File: config.mk
export PLATFORM = sky130hd
export DESIGN_NAME = branch_target_buffer_flat
export DESIGN_NICKNAME = d
export VERILOG_FILES = /design/src/rtl/branch_target_buffer_pkg.sv /design/src/rtl/branch_target_buffer_if.sv /design/src/rtl/sat_counter2.sv /design/src/rtl/branch_target_buffer.sv /design/src/flat_wrapper.sv
export SDC_FILE = /design/constraint.sdc
export NUM_CORES = 1
export LEC_CHECK = 0
export CAP_MARGIN = 20
export CORE_UTILIZATION = 40
export CTS_CLUSTER_SIZE = 40
export DETAILED_ROUTE_END_ITERATION = 10
export PLACE_DENSITY_LB_ADDON = 0.3
export SLEW_MARGIN = 40
export SYNTH_ARGS = -nofsm -noshare
export SYNTH_HDL_FRONTEND = slang
export SYNTH_SLANG_ARGS = --single-unit
File: constraint.sdc
create_clock -name clk -period 7.3 [get_ports clk]
set_input_delay 1.46 -clock clk [delete_from_list [all_inputs] [get_ports clk]]
set_output_delay 1.46 -clock clk [all_outputs]
set_load 0.02 [all_outputs]
File: src/rtl/branch_target_buffer_pkg.sv
// ---------------------------------------------------------------------------
// brpred_pkg
// Shared definitions for the branch predictor:
//   - default geometry of the BTB
//   - 2-bit saturating counter encoding (SNT/WNT/WT/ST)
//   - ctr_next()     : saturating step toward the resolved outcome
//   - ctr_is_taken() : predict-taken decode of a counter value
// ---------------------------------------------------------------------------
package brpred_pkg;

  localparam int BTB_ADDR_W = 32;
  localparam int BTB_IDX_W  = 4;

  typedef logic [1:0] ctr_t;

  localparam ctr_t SNT = 2'b00;  // strongly not taken
  localparam ctr_t WNT = 2'b01;  // weakly not taken
  localparam ctr_t WT  = 2'b10;  // weakly taken
  localparam ctr_t ST  = 2'b11;  // strongly taken

  // Move one step toward the observed outcome, saturating at either end.
  function automatic ctr_t ctr_next(input ctr_t ctr, input logic taken);
    ctr_t nxt;
    if (taken) nxt = (ctr == ST)  ? ST  : ctr + 2'd1;
    else       nxt = (ctr == SNT) ? SNT : ctr - 2'd1;
    return nxt;
  endfunction

  // Upper half of the encoding (WT, ST) predicts taken.
  function automatic logic ctr_is_taken(input ctr_t ctr);
    return ctr[1];
  endfunction

endpackage

File: src/rtl/branch_target_buffer_if.sv
// ---------------------------------------------------------------------------
// branch_target_buffer_if
// Fetch-lookup and execute-update signals of the BTB.
//   fetch_pc    : PC being fetched this cycle
//   pred_hit    : valid entry with matching tag
//   pred_taken  : hit and counter predicts taken
//   pred_target : predicted next PC (stored target or fetch_pc+4)
//   upd_en      : execute stage resolved a branch this cycle
//   upd_pc      : PC of the resolved branch
//   upd_taken   : actual outcome
//   upd_target  : actual target (meaningful when upd_taken=1)
// master = fetch/execute side, slave = the BTB.
// ---------------------------------------------------------------------------
interface branch_target_buffer_if #(
  parameter int ADDR_W = 32
);
  logic [ADDR_W-1:0] fetch_pc;
  logic              pred_hit;
  logic              pred_taken;
  logic [ADDR_W-1:0] pred_target;
  logic              upd_en;
  logic [ADDR_W-1:0] upd_pc;
  logic              upd_taken;
  logic [ADDR_W-1:0] upd_target;

  modport master (
    output fetch_pc, upd_en, upd_pc, upd_taken, upd_target,
    input  pred_hit, pred_taken, pred_target
  );

  modport slave (
    input  fetch_pc, upd_en, upd_pc, upd_taken, upd_target,
    output pred_hit, pred_taken, pred_target
  );
endinterface

File: src/rtl/sat_counter2.sv
// ---------------------------------------------------------------------------
// sat_counter2
// Combinational 2-bit saturating counter: next state and taken decode.
//   i_ctr        : current counter value
//   i_taken      : resolved outcome to step toward
//   o_ctr_next   : saturated next value
//   o_is_taken   : current value predicts taken
// ---------------------------------------------------------------------------
module sat_counter2
  import brpred_pkg::*;
(
  input  ctr_t i_ctr,
  input  logic i_taken,
  output ctr_t o_ctr_next,
  output logic o_is_taken
);
  assign o_ctr_next = ctr_next(i_ctr, i_taken);
  assign o_is_taken = ctr_is_taken(i_ctr);
endmodule

File: src/rtl/branch_target_buffer.sv
// ---------------------------------------------------------------------------
// branch_target_buffer
// Direct-mapped BTB: per entry a valid bit, tag, target and 2-bit counter.
// Lookup is combinational on fetch_pc from registered state (no bypass of a
// same-cycle update). Update is written at the clock edge.
//   clk    : rising-edge clock
//   reset  : synchronous active-high; clears valid bits and counters
//   flush  : synchronous invalidate of all entries; drops a same-cycle update
//   bus    : lookup/update signals (slave modport)
// Priority at the edge: reset > flush > update.
// ---------------------------------------------------------------------------
module branch_target_buffer
  import brpred_pkg::*;
#(
  parameter int ADDR_W = BTB_ADDR_W,
  parameter int IDX_W  = BTB_IDX_W
) (
  input  logic                   clk,
  input  logic                   reset,
  input  logic                   flush,
  branch_target_buffer_if.slave  bus
);
  localparam int ENTRIES = 1 << IDX_W;
  localparam int TAG_W   = ADDR_W - IDX_W - 2;

  logic              r_valid  [ENTRIES];
  ctr_t              r_ctr    [ENTRIES];
  logic [TAG_W-1:0]  r_tag    [ENTRIES];
  logic [ADDR_W-1:0] r_target [ENTRIES];

  // ---- lookup ------------------------------------------------------------
  logic [IDX_W-1:0] w_fetch_idx;
  logic [TAG_W-1:0] w_fetch_tag;
  logic             w_fetch_hit;
  logic             w_fetch_taken;

  assign w_fetch_idx   = bus.fetch_pc[IDX_W+1:2];
  assign w_fetch_tag   = bus.fetch_pc[ADDR_W-1:IDX_W+2];
  assign w_fetch_hit   = r_valid[w_fetch_idx] && (r_tag[w_fetch_idx] == w_fetch_tag);
  assign w_fetch_taken = w_fetch_hit && ctr_is_taken(r_ctr[w_fetch_idx]);

  assign bus.pred_hit    = w_fetch_hit;
  assign bus.pred_taken  = w_fetch_taken;
  assign bus.pred_target = w_fetch_taken ? r_target[w_fetch_idx]
                                         : bus.fetch_pc + ADDR_W'(4);

  // ---- update ------------------------------------------------------------
  logic [IDX_W-1:0] w_upd_idx;
  logic [TAG_W-1:0] w_upd_tag;
  logic             w_upd_hit;
  ctr_t             w_upd_ctr_next;
  logic             w_unused_upd_is_taken;
  logic [3:0]       w_unused_pc_low;
  logic             w_upd_live;
  logic             w_ctr_we;
  logic             w_data_we;

  assign w_upd_idx = bus.upd_pc[IDX_W+1:2];
  assign w_upd_tag = bus.upd_pc[ADDR_W-1:IDX_W+2];
  assign w_upd_hit = r_valid[w_upd_idx] && (r_tag[w_upd_idx] == w_upd_tag);

  sat_counter2 u_upd_ctr (
    .i_ctr      (r_ctr[w_upd_idx]),
    .i_taken    (bus.upd_taken),
    .o_ctr_next (w_upd_ctr_next),
    .o_is_taken (w_unused_upd_is_taken)
  );

  // Word-aligned PCs: the two low bits never select anything.
  assign w_unused_pc_low = {bus.fetch_pc[1:0], bus.upd_pc[1:0]};

  // An update only lands when neither reset nor flush claims the edge.
  assign w_upd_live = bus.upd_en && !reset && !flush;
  // Hits step the counter; a taken miss allocates; a not-taken miss is ignored.
  assign w_ctr_we   = w_upd_live && (w_upd_hit || bus.upd_taken);
  // Every taken resolve (hit or allocate) writes tag and target.
  assign w_data_we  = w_upd_live && bus.upd_taken;

  // NOTE: sequential state uses non-blocking assignments so every register
  // samples the pre-edge values, which is what gives lookup its no-bypass view.
  always_ff @(posedge clk) begin
    if (reset) begin
      for (int i = 0; i < ENTRIES; i++) begin
        r_valid[i] <= 1'b0;
        r_ctr[i]   <= SNT;
      end
    end else if (flush) begin
      for (int i = 0; i < ENTRIES; i++) begin
        r_valid[i] <= 1'b0;
      end
    end else if (w_ctr_we) begin
      r_valid[w_upd_idx] <= 1'b1;
      r_ctr[w_upd_idx]   <= w_upd_hit ? w_upd_ctr_next : WT;
    end
  end

  // NOTE: tag/target storage is deliberately not reset; it is only read
  // behind a valid bit, and leaving it reset-free lets it map onto plain RAM.
  always_ff @(posedge clk) begin
    if (w_data_we) begin
      r_tag[w_upd_idx]    <= w_upd_tag;
      r_target[w_upd_idx] <= bus.upd_target;
    end
  end

endmodule

File: src/flat_wrapper.sv
// flat-port wrapper written by rule: the top's interface ports become plain ports
module branch_target_buffer_flat import brpred_pkg::*;
#(
  parameter int ADDR_W = BTB_ADDR_W,
  parameter int IDX_W  = BTB_IDX_W
)
  (clk, reset, flush, bus_fetch_pc, bus_upd_en, bus_upd_pc, bus_upd_taken, bus_upd_target, bus_pred_hit, bus_pred_taken, bus_pred_target);
  branch_target_buffer_if #(.ADDR_W(ADDR_W)) bus_i ();
  input  logic clk;
  input  logic reset;
  input  logic flush;
  input wire logic [$bits(bus_i.fetch_pc)-1:0] bus_fetch_pc;
  input wire logic [$bits(bus_i.upd_en)-1:0] bus_upd_en;
  input wire logic [$bits(bus_i.upd_pc)-1:0] bus_upd_pc;
  input wire logic [$bits(bus_i.upd_taken)-1:0] bus_upd_taken;
  input wire logic [$bits(bus_i.upd_target)-1:0] bus_upd_target;
  output wire logic [$bits(bus_i.pred_hit)-1:0] bus_pred_hit;
  output wire logic [$bits(bus_i.pred_taken)-1:0] bus_pred_taken;
  output wire logic [$bits(bus_i.pred_target)-1:0] bus_pred_target;
  assign bus_i.fetch_pc = bus_fetch_pc;
  assign bus_i.upd_en = bus_upd_en;
  assign bus_i.upd_pc = bus_upd_pc;
  assign bus_i.upd_taken = bus_upd_taken;
  assign bus_i.upd_target = bus_upd_target;
  assign bus_pred_hit = bus_i.pred_hit;
  assign bus_pred_taken = bus_i.pred_taken;
  assign bus_pred_target = bus_i.pred_target;
  branch_target_buffer #(.ADDR_W(ADDR_W), .IDX_W(IDX_W)) u_core (.clk(clk), .reset(reset), .flush(flush), .bus(bus_i));
endmodule
==> key figures <==
Clock network
  • Clk Latency, worst-skew pair: roughly 690 ps
  • Post-CTS Hold Fix Bufs: 0
  • Resized Gates After CTS: 0
  • Sinks on Clock Net: 976
  • Setup Buffers After CTS: 0
  • Root Buffer Master: clkbuf_16
  • # H-tree levels: 3
  • CTS Buffer Depth: 3
  • CTS clk-pin slew, worst paths: 60 ps
  • Total CTS buffers: 102
  • CTS tree: done

Floorplan
  • Initial Util: 0.405
  • Row Count: 119
  • Die Ht: 329 um
  • I/O Pins: 135
  • Core ar.: ~110000 um^2
  • Total die area: 108000 um^2
  • Die W: 329 um

Placed design
  • GPL Wtd Cong: 0.914
  • I/O Buffers: 132
  • Placed Instances: 3644
  • Hpwl dp: slightly above 70000 um
  • DP Area: 46300 um^2

Timing
  • Setup TNS: 0 ps
  • Min cycle time layout: 7140 ps
  • Max Clock Freq: 0.140 GHz
  • Max Slew Vio Count: 0
  • Hold Vio Cnt, Final: 0
  • RSZ-0062 raised after global routing: false
  • Period utilization: 0.978
  • Slew at the pin with the worst max-slew slack: 863 ps
  • Clock Skew: 28.3 ps
  • Final setup fails: 0
  • Slew margin rel.: 0.423

GRT
  • Gr usage total: 0.225
  • Remaining Overflow, GRT: 0
  • Largest net degree at the start of global routing: 73
  • Vias in the first global route: approximately 24k
  • First-pass GRT wire length: 174000 um
  • Initial antenna violation count: 6

Power
  • Switching part of the total: 0.226
  • Final Power: 12.1 mW
  • Int Power: 9.37 mW
  • P per Cell Area: about 240 nW/um^2
  • Sequential share of power: 0.511
  • Clk pwr share: 0.413
  • Leak: 15.9 nW
  • Worst vdd ir: 0.000233 V
  • Switching pwr: 2.74 mW
  • Proportion of power drawn by combinational gates: 0.075

Finish
  • Area added between synthesis and finish: 15.6%
  • Layout cells sized above 1: 0.268
  • Commonest non-fill, non-tap cell in the layout: edfxtp_1
  • Final #Nets: 2459
  • Fill count: 8741
  • Design area: between 40000 and 50000 um^2
  • Fin cells: around 3.8k
  • Final Util: 0.469
  • Most frequent cells in the layout: edfxtp_1, mux4_2, mux2i_1

Route
  • Vias per cell: between 6 and 7
  • WL met1: 50100 um
  • DR WL met2: 57800 um
  • WL/cell: 31.8 um
  • DR WL met3: 10900 um
  • DRT Pass-1 Iters: 9
  • DRC Markers: 12
  • Vias: 23.3k
  • DRT antenna net count: 0
  • DR iter-0 viols: between 2k and 3k
  • Final wirelength: 122000 um
  • DR top layer: met5

Logic synthesis
  • Largest area contributor in the netlist: edfxtp_1
  • YS warnings: 0
  • Synth cell types: 67
  • Avg Cell Area, Syn: about 20 um^2
  • Top cells by area, synth: edfxtp_1, mux4_2, mux2i_1
  • Area fraction in and, or, nand and nor cells after synthesis: 0.0239
  • Top_reg_cell synth: edfxtp_1
  • Synthesized Nets: 2264
  • Xor-xnor portion of the synthesized cell area: 0.0200
  • Async S/R FF share, synth: 0
  • Post-synth design cell area: about 43000 um^2
  • Cell count after synthesis: ~2.2k
  • Adder-Cell Fraction of Synth Area: 0.000525
  • Synth top area share: 0.673
  • Largest family of logic cells by synthesized area: multiplexers
  • Seq cells post-synth: 976
  • Multiplexer area fraction after synthesis: 0.227
  • Synth Area in Compound Gates: 0.0294
  • Seq/Total Area, Yosys: 0.680
  • Number of enable flip-flop cells after synthesis: 960

Worst setup path
  • CP cell instances: buf_8 -> mux4_2 -> xor2_1 -> or4_1 -> a211oi_1 -> buf_4 -> a41oi_1 -> nand4b_1 -> nor3_4 -> buf_12 -> mux2_1 -> clkdlybuf4s50_1
  • Crit path kind: in2out
  • CP Capture Type: output pin
  • Worst setup SP type: primary input
  • Slowest CP cell: mux4_2
  • Critical Path Source: bus_fetch_pc[2]
  • CP arrival: 5680 ps
  • Max incr delay on CP: 630 ps
  • Data required, critical path: 5840 ps
  • Worst Path Buf+Inv: 4
  • Reg2reg start: u_core.r_tag[11][1]
  • Critical Path Fanout Max: 32
  • Top Family by Delay on Critical Path: buffers and inverters

Worst hold path
  • Hold Path Class: reg2reg
  • Min-delay src: u_core.r_valid[14]

Run status
  • Failing checks: DRC
  • Status: complete, but fails checks

Flow run
  • Number of max-cap violations: 0
-- power by group through the flow --
stage	clock, mW	sequential (mW)	combinational (mW)
2_1_floorplan	0	6.31	0.526
3_3_place_gp	0	6.31	0.897
3_5_place_dp	0	6.31	0.910
4_1_cts	5.08	6.19	0.913
5_1_grt	5.27	6.19	0.958
6_report	5.01	6.19	0.913
-- Yosys cell counts (10+ instances only) --
| cell type | count |
|---|---|
| a21o_1 | 15 |
| a21oi_1 | 10 |
| a221oi_1 | 13 |
| a22oi_1 | 34 |
| a31oi_1 | 19 |
| buf_1 | 16 |
| buf_2 | 49 |
| buf_4 | 23 |
| buf_6 | 12 |
| clkbuf_1 | 40 |
| dfxtp_1 | 16 |
| edfxtp_1 | 960 |
| inv_1 | 13 |
| mux2_2 | 39 |
| mux2i_1 | 165 |
| mux4_2 | 338 |
| nand2_1 | 62 |
| nand3_1 | 15 |
| nor2_1 | 70 |
| o21ai_0 | 17 |
| o21bai_1 | 16 |
| o22ai_1 | 13 |
| xnor2_1 | 55 |
| xor2_1 | 43 |
-- path summary, 6_finish.rpt --
kind | end | slack [ps] | cells past startpoint
min reg2reg | u_core.r_valid[14] | 480 | 1
min | u_core.r_valid[14] | 480 | 1
max reg2reg | u_core.r_ctr[10][0] | 3600 | 8
max | bus_pred_target[21] | 160 | 12
-- registers in the layout (all words and copies together) (netlist names) --
name             count
u_core.r_tag       416
u_core.r_valid      16
u_core.r_target    512
u_core.r_ctr        32
-- layout make-up --
type	count	area [um^2]	share of cell area
inverters	14	52.6	0.00106
flip-flops and latches	976	29100	0.588
multi-input cells	1032	13000	0.263
repair buffers	231	2350	0.0474
clock buffers	126	2680	0.0542
clock inverters	59	532	0.0107
diodes	2	5.00	0.000101
well taps	1391	1740	0.0351
-- logic make-up after synthesis --
logic type               Yosys count
XOR/XNOR                          98
adder cells (fa/ha/maj)            2
AND/OR/NAND/NOR                  214
flip-flops                       976
buffers and inverters            154
AO/OA/AOI/OAI                    173
multiplexers                     545
-- metal layers --
layer | vias up | global-route usage
met5 | - | 0
met4 | 10 | 0.0593
met3 | 176 | 0.0464
met2 | 1209 | 0.359
met1 | 12400 | 0.316
li1 | 9484 | -
-- metrics by stage --
stage	worst slack, ps	hold slack (ps)
after floorplan	352	436
after global placement	180	447
after detailed placement	190	457
after CTS	155	471
after global routing	40.9	495
final	162	476
(Power assumes the default switching activity.)
